==> src/rtl/read_bpm_test_link.sv <==
// read_bpm_test_link: checks per-session BPM test packets on an AXI stream and reports a verdict per FA strobe
module read_bpm_test_link (
  input  logic        auroraUserClk,
  input  logic        auroraReset,
  input  logic        auroraFAstrobe,
  input  logic [5:0]  expectedBPMcount,
  input  logic [31:0] BPM_TEST_AXI_STREAM_RX_tdata,
  input  logic        BPM_TEST_AXI_STREAM_RX_tvalid,
  input  logic        BPM_TEST_AXI_STREAM_RX_tlast,
  output logic        BPM_TEST_AXI_STREAM_RX_tready,
  output logic        TESTstatusStrobe,
  output logic [1:0]  TESTstatusCode,
  output logic [5:0]  sessionPacketCount,
  output logic [15:0] errorCount,
  output logic [14:0] lastFAcycle
);
  typedef enum logic [2:0] {HEADER, X, Y, SUM, DISCARD} state_t;
  state_t st_q, st_d, st_b;
  logic [5:0] k_q, k_d, k_b, spc_q, spc_d;
  logic cf_q, cf_d, ff_q, ff_d, open_q, open_d, pv_q, pv_d, strobe_q, strobe_d;
  logic [14:0] fa_q, fa_d, pfa_q, pfa_d, lfa_q, lfa_d, w_fa;
  logic [1:0] code_q, code_d, verdict_code;
  logic [15:0] err_q, err_d;
  logic [31:0] w;
  logic tl, acc, verdict;
  assign w = BPM_TEST_AXI_STREAM_RX_tdata;
  assign w_fa = w[30:16];
  assign tl = BPM_TEST_AXI_STREAM_RX_tlast;
  assign BPM_TEST_AXI_STREAM_RX_tready = !auroraReset;
  assign acc = BPM_TEST_AXI_STREAM_RX_tvalid && BPM_TEST_AXI_STREAM_RX_tready;
  assign verdict = auroraFAstrobe && open_q;
  assign verdict_code = (ff_q || st_q != HEADER) ? 2'd3 : cf_q ? 2'd2 :
                        (k_q != expectedBPMcount) ? 2'd1 : 2'd0;
  // Session close/open bookkeeping, then parse the accepted word against the (possibly fresh) session state
  always_comb begin
    st_b = auroraFAstrobe ? HEADER : st_q;
    k_b = auroraFAstrobe ? 6'd0 : k_q;
    st_d = st_b;
    k_d = k_b;
    cf_d = cf_q && !auroraFAstrobe;
    ff_d = ff_q && !auroraFAstrobe;
    fa_d = fa_q;
    open_d = open_q || auroraFAstrobe;
    pv_d = verdict ? (k_q != 6'd0) : pv_q;
    pfa_d = verdict ? fa_q : pfa_q;
    strobe_d = verdict;
    code_d = verdict ? verdict_code : code_q;
    spc_d = verdict ? k_q : spc_q;
    lfa_d = verdict ? fa_q : lfa_q;
    err_d = (verdict && verdict_code != 2'd0 && err_q != 16'hFFFF) ? err_q + 16'd1 : err_q;
    if (acc && open_d) begin
      case (st_b)
        HEADER: begin
          cf_d = cf_d || w[31:16] != 16'hA5BE || !w[15] || {1'b0, w[4:0]} != k_b;
          ff_d = ff_d || tl;
          st_d = tl ? HEADER : X;
        end
        X: begin
          cf_d = cf_d || w[31:16] != 16'hCAFE || w[15:0] != {10'd0, k_b};
          ff_d = ff_d || tl;
          st_d = tl ? HEADER : Y;
        end
        Y: begin
          cf_d = cf_d || w[31:16] != 16'hBEEF || w[15:0] != {10'd0, k_b};
          ff_d = ff_d || tl;
          st_d = tl ? HEADER : SUM;
        end
        SUM: begin
          cf_d = cf_d || w[31] || w[15:0] != {10'd0, k_b} ||
                 ((k_b == 6'd0) ? (pv_d && w_fa != pfa_d + 15'd1) : (w_fa != fa_q));
          fa_d = (k_b == 6'd0) ? w_fa : fa_q;
          ff_d = ff_d || !tl;
          k_d = (tl && k_b != 6'd63) ? k_b + 6'd1 : k_b;
          st_d = tl ? HEADER : DISCARD;
        end
        default: st_d = tl ? HEADER : DISCARD;
      endcase
    end
  end
  // State and registered outputs
  always_ff @(posedge auroraUserClk or posedge auroraReset) begin
    if (auroraReset) begin
      st_q <= HEADER;
      k_q <= '0;
      cf_q <= 1'b0;
      ff_q <= 1'b0;
      open_q <= 1'b0;
      fa_q <= '0;
      pv_q <= 1'b0;
      pfa_q <= '0;
      strobe_q <= 1'b0;
      code_q <= '0;
      spc_q <= '0;
      err_q <= '0;
      lfa_q <= '0;
    end else begin
      st_q <= st_d;
      k_q <= k_d;
      cf_q <= cf_d;
      ff_q <= ff_d;
      open_q <= open_d;
      fa_q <= fa_d;
      pv_q <= pv_d;
      pfa_q <= pfa_d;
      strobe_q <= strobe_d;
      code_q <= code_d;
      spc_q <= spc_d;
      err_q <= err_d;
      lfa_q <= lfa_d;
    end
  end
  assign TESTstatusStrobe = strobe_q;
  assign TESTstatusCode = code_q;
  assign sessionPacketCount = spc_q;
  assign errorCount = err_q;
  assign lastFAcycle = lfa_q;
endmodule
==> config.mk <==
export PLATFORM = sky130hd
export DESIGN_NAME = read_bpm_test_link
export DESIGN_NICKNAME = d
export VERILOG_FILES = /design/src/rtl/read_bpm_test_link.sv
export SDC_FILE = /design/constraint.sdc
export NUM_CORES = 1
export LEC_CHECK = 0
export ABC_AREA = 1
export BUFFER_PORTS_ARGS = -buffer_cell sky130_fd_sc_hd__buf_2
export CELL_PAD_IN_SITES_DETAIL_PLACEMENT = 0
export CELL_PAD_IN_SITES_GLOBAL_PLACEMENT = 2
export CORE_MARGIN = 2
export CORE_UTILIZATION = 29
export DETAILED_ROUTE_END_ITERATION = 10
export PLACE_DENSITY_LB_ADDON = 0.1
export SLEW_MARGIN = 20
export SYNTH_ARGS = -nofsm -noshare
export SYNTH_HDL_FRONTEND = slang
export SYNTH_SLANG_ARGS = --single-unit
export TNS_END_PERCENT = 20
==> constraint.sdc <==
create_clock -name auroraUserClk -period 2.4 [get_ports auroraUserClk]
set_clock_uncertainty 0.05 [all_clocks]
set_input_delay 0.12 -clock auroraUserClk [delete_from_list [all_inputs] [get_ports auroraUserClk]]
set_output_delay 0.12 -clock auroraUserClk [all_outputs]
set_load 0.1 [all_outputs]
==> reports/metrics.csv <==
metric,value,unit
reg2reg_from,open_q,
critPathCaptureType,flop,
coreArea,16400,um^2
max_freq,0.429,GHz
fp-row-count,47,
grt_antenna_before_repair,0,
cpMaxStageDelayCell,dfrtp_1,
crit_path_max_fanout,7,
finalCritPeriodShare,0.971,
routed_wl,13.8,mm
fin_crit,2330,ps
path_class,flop to flop,
crit_required,2590,ps
syn_inst,626,
dr.pass1.iters,4,
die_area,17700,um^2
die_h,133,um
setup_viol,0,
ys_ff_latch,83,
drv_cap,0,
start_kind,flop,
post_drt_wl_per_cell,14.2,um
grt_pass1_vias,4226,
slew_headroom,0.634,
slew_violations,0,
root_buffer,clkbuf_16,
post-dp-hpwl,10.6,mm
crit_chain,"buf_12, buf_12, buf_4, nand3_4, nand2_2, nand2_2, nor2_4, buf_4, nand3_1, nand3_1, nand2_1, inv_1, nand2_1, nor2_1, nand2_1, nand2_1, nand2_1, nand2_1, nand2_1, nand2_1, nand2_1",
status,finished clean,
tns,0,ps
p_per_area,711,nW/um^2
grt_max_degree,85,
crit_top_cell,nand2_1,
yosysTopAreaCell,dfrtp_1,
synth_edf_count,0,
synth_flop_cell,dfrtp_1,
drtIter0Drc,216,
grt_pass1_wl,22.5,mm
rsz0062_at_grt,true,
postRouteAntennaNets,0,
viasPerCell,4.36,
hp-start,BPM_TEST_AXI_STREAM_RX_tdata[18],
ys_seq_area_frac,0.430,
cpPeakStageDelay,430,ps
tightest_slew,544,ps
arrival,2520,ps
via_count,4236,
synthTopCellsByArea,"dfrtp_1 43%, nand2_1 13%, inv_1 6.8%",
numClockSinks,83,
syn_nets,673,
drive_gt1_frac,0.256,
cts_max_level,3,
peakVddDrop,0.667,mV
finalHoldViolCount,0,
layout.cells.non_filler,971,
worstSkewPairLatency,350,ps
yosysUniqueCellTypes,35,
cts_buffer_depth,2,
synth_warnings,0,
diodes,0,
clk_pin_slew,60,ps
hold_class,input pin to flop,
drc,0,
tritoncts.num_buffers,9,
yosysTopAreaCellShare,0.430,
dpl.cell_count,942,
nNetsFinal,793,
syn_avg_cell_area,7.71,um^2
area_growth,28.2,%
grt_usage,0.164,
synthesis.area,4820,um^2
setup.worst_path.start,open_q,
ios,84,
total_leakage_power,3.26,nW
die_x,133,um
async_flop_share,1.00,
port_buffers,83,
tritoncts,yes,
initial_core_util,0.294,
overflow,0,
gp_congestion,0.789,
## cells in the final DEF, fill, tap and decap left out, drive strengths merged
| master | count |
|---|---|
| o21ai | 28 |
| o21bai | 1 |
| clkbuf | 10 |
| clkinvlp | 2 |
| nor3 | 9 |
| nand4 | 13 |
| nand3 | 57 |
| bufinv | 2 |
| nor4 | 8 |
| nand2 | 188 |
| xor2 | 25 |
| a31oi | 1 |
| clkinv | 4 |
| nor2 | 60 |
| and3 | 1 |
| inv | 92 |
| o21a | 6 |
| ha | 4 |
| o41ai | 1 |
| a21oi | 8 |
| or2 | 1 |
| dfrtp | 83 |
| xnor2 | 26 |
| buf | 119 |
| dlygate4sd3 | 2 |
## cells by family (layout without fill, tap and decap cells)
logic type,after synthesis,in the layout,synth area share
compound gates,45,45,0.0513
xor+xnor,51,51,0.0926
buf+inv,106,231,0.0902
flops,83,83,0.430
fa+ha+maj,4,4,0.0104
simple gates,337,337,0.325
## area by class of cell
cell class / count / area (um^2)
fill: 1755 / 10200
multi-input combinational: 437 / 2410
sequential: 83 / 2080
timing repair buffer: 121 / 747
inverter: 94 / 357
tap: 220 / 275
clock buffer: 10 / 229
clock inverter: 6 / 90.1
## critical path, delay by kind of cell, from the launching register on
family | cells | cell delay, ps
and+or+nand+nor | 16 | 1160
DFF | 1 | 430
buffers and inverters | 5 | 590
## layer usage
layer	vias to the layer above	GRT usage	routed length, um
met4	0	0.0412	146
li1	2203	-	-
met1	1941	0.233	6930
met3	10	0.0303	458
met2	82	0.258	6250
met5	-	0	0
## path summary, 6_finish.rpt
check | to | slack (ps) | depth (start not counted)
setup / recovery | cf_q | 70 | 21
hold reg to reg | lastFAcycle[5] | 420 | 2
min in group asynchronous | lastFAcycle[13] | 450 | 4
max in group asynchronous | sessionPacketCount[0] | 1520 | 4
hold / removal | fa_q[2] | 20 | 3
setup reg to reg | cf_q | 70 | 21
## synth_stat cells, types with 2 or more instances
library cell,count
nand2_4,2
o21ai_0,27
inv_1,87
buf_6,4
nor4_1,7
nor2_2,3
buf_4,2
nand2_1,169
nor2_1,54
nand3_2,3
nand2_2,17
nand3_1,51
nor3_2,2
nand4_1,12
o21a_1,6
xor2_1,25
clkbuf_1,5
xnor2_1,26
nand3_4,3
ha_1,4
nor3_1,7
a21oi_1,8
inv_2,6
nor2_4,3
dfrtp_1,83
## per-stage QoR
step | hold slack [ps] | setup WS (ps) | instance area [um^2] | total power, mW | util
3_5_place_dp | 296 | -20.1 | 5660 | 2.89 | 0.345
5_1_grt | 31.5 | -127 | 6180 | 4.61 | 0.377
3_3_place_gp | 295 | 43.8 | 5660 | 2.88 | 0.345
4_1_cts | 10.8 | 23.7 | 6000 | 4.45 | 0.366
2_1_floorplan | 156 | -428 | 4870 | 2.59 | -
6_report | 22.0 | 68.6 | 6180 | 4.40 | 0.377
## flip-flops by register name, summed over array words and instances, names as in the netlist
name / count
open_q: 1
ff_q: 1
TESTstatusStrobe: 1
cf_q: 1
pv_q: 1
st_q: 3
TESTstatusCode: 2
k_q: 6
lastFAcycle: 15
errorCount: 16
fa_q: 15
pfa_q: 15
sessionPacketCount: 6
## what timing repair did
action | in CTS | in global routing
pin swaps | 0 | 20
hold endpoints to repair | 84 | 0
hold buffers | 2 | 0
resized for setup | 1 | 20
buffers inserted | 0 | 11
setup endpoints to repair | 1 | 4
## where the power goes
group	internal (mW)	switching, mW	total, mW	leakage [nW]
combinational	0.268	0.992	1.26	2.00
sequential	1.51	0.0997	1.61	1.10
clock	0.914	0.611	1.53	0.153
Note: power is estimated with default switching activity, not from simulation.
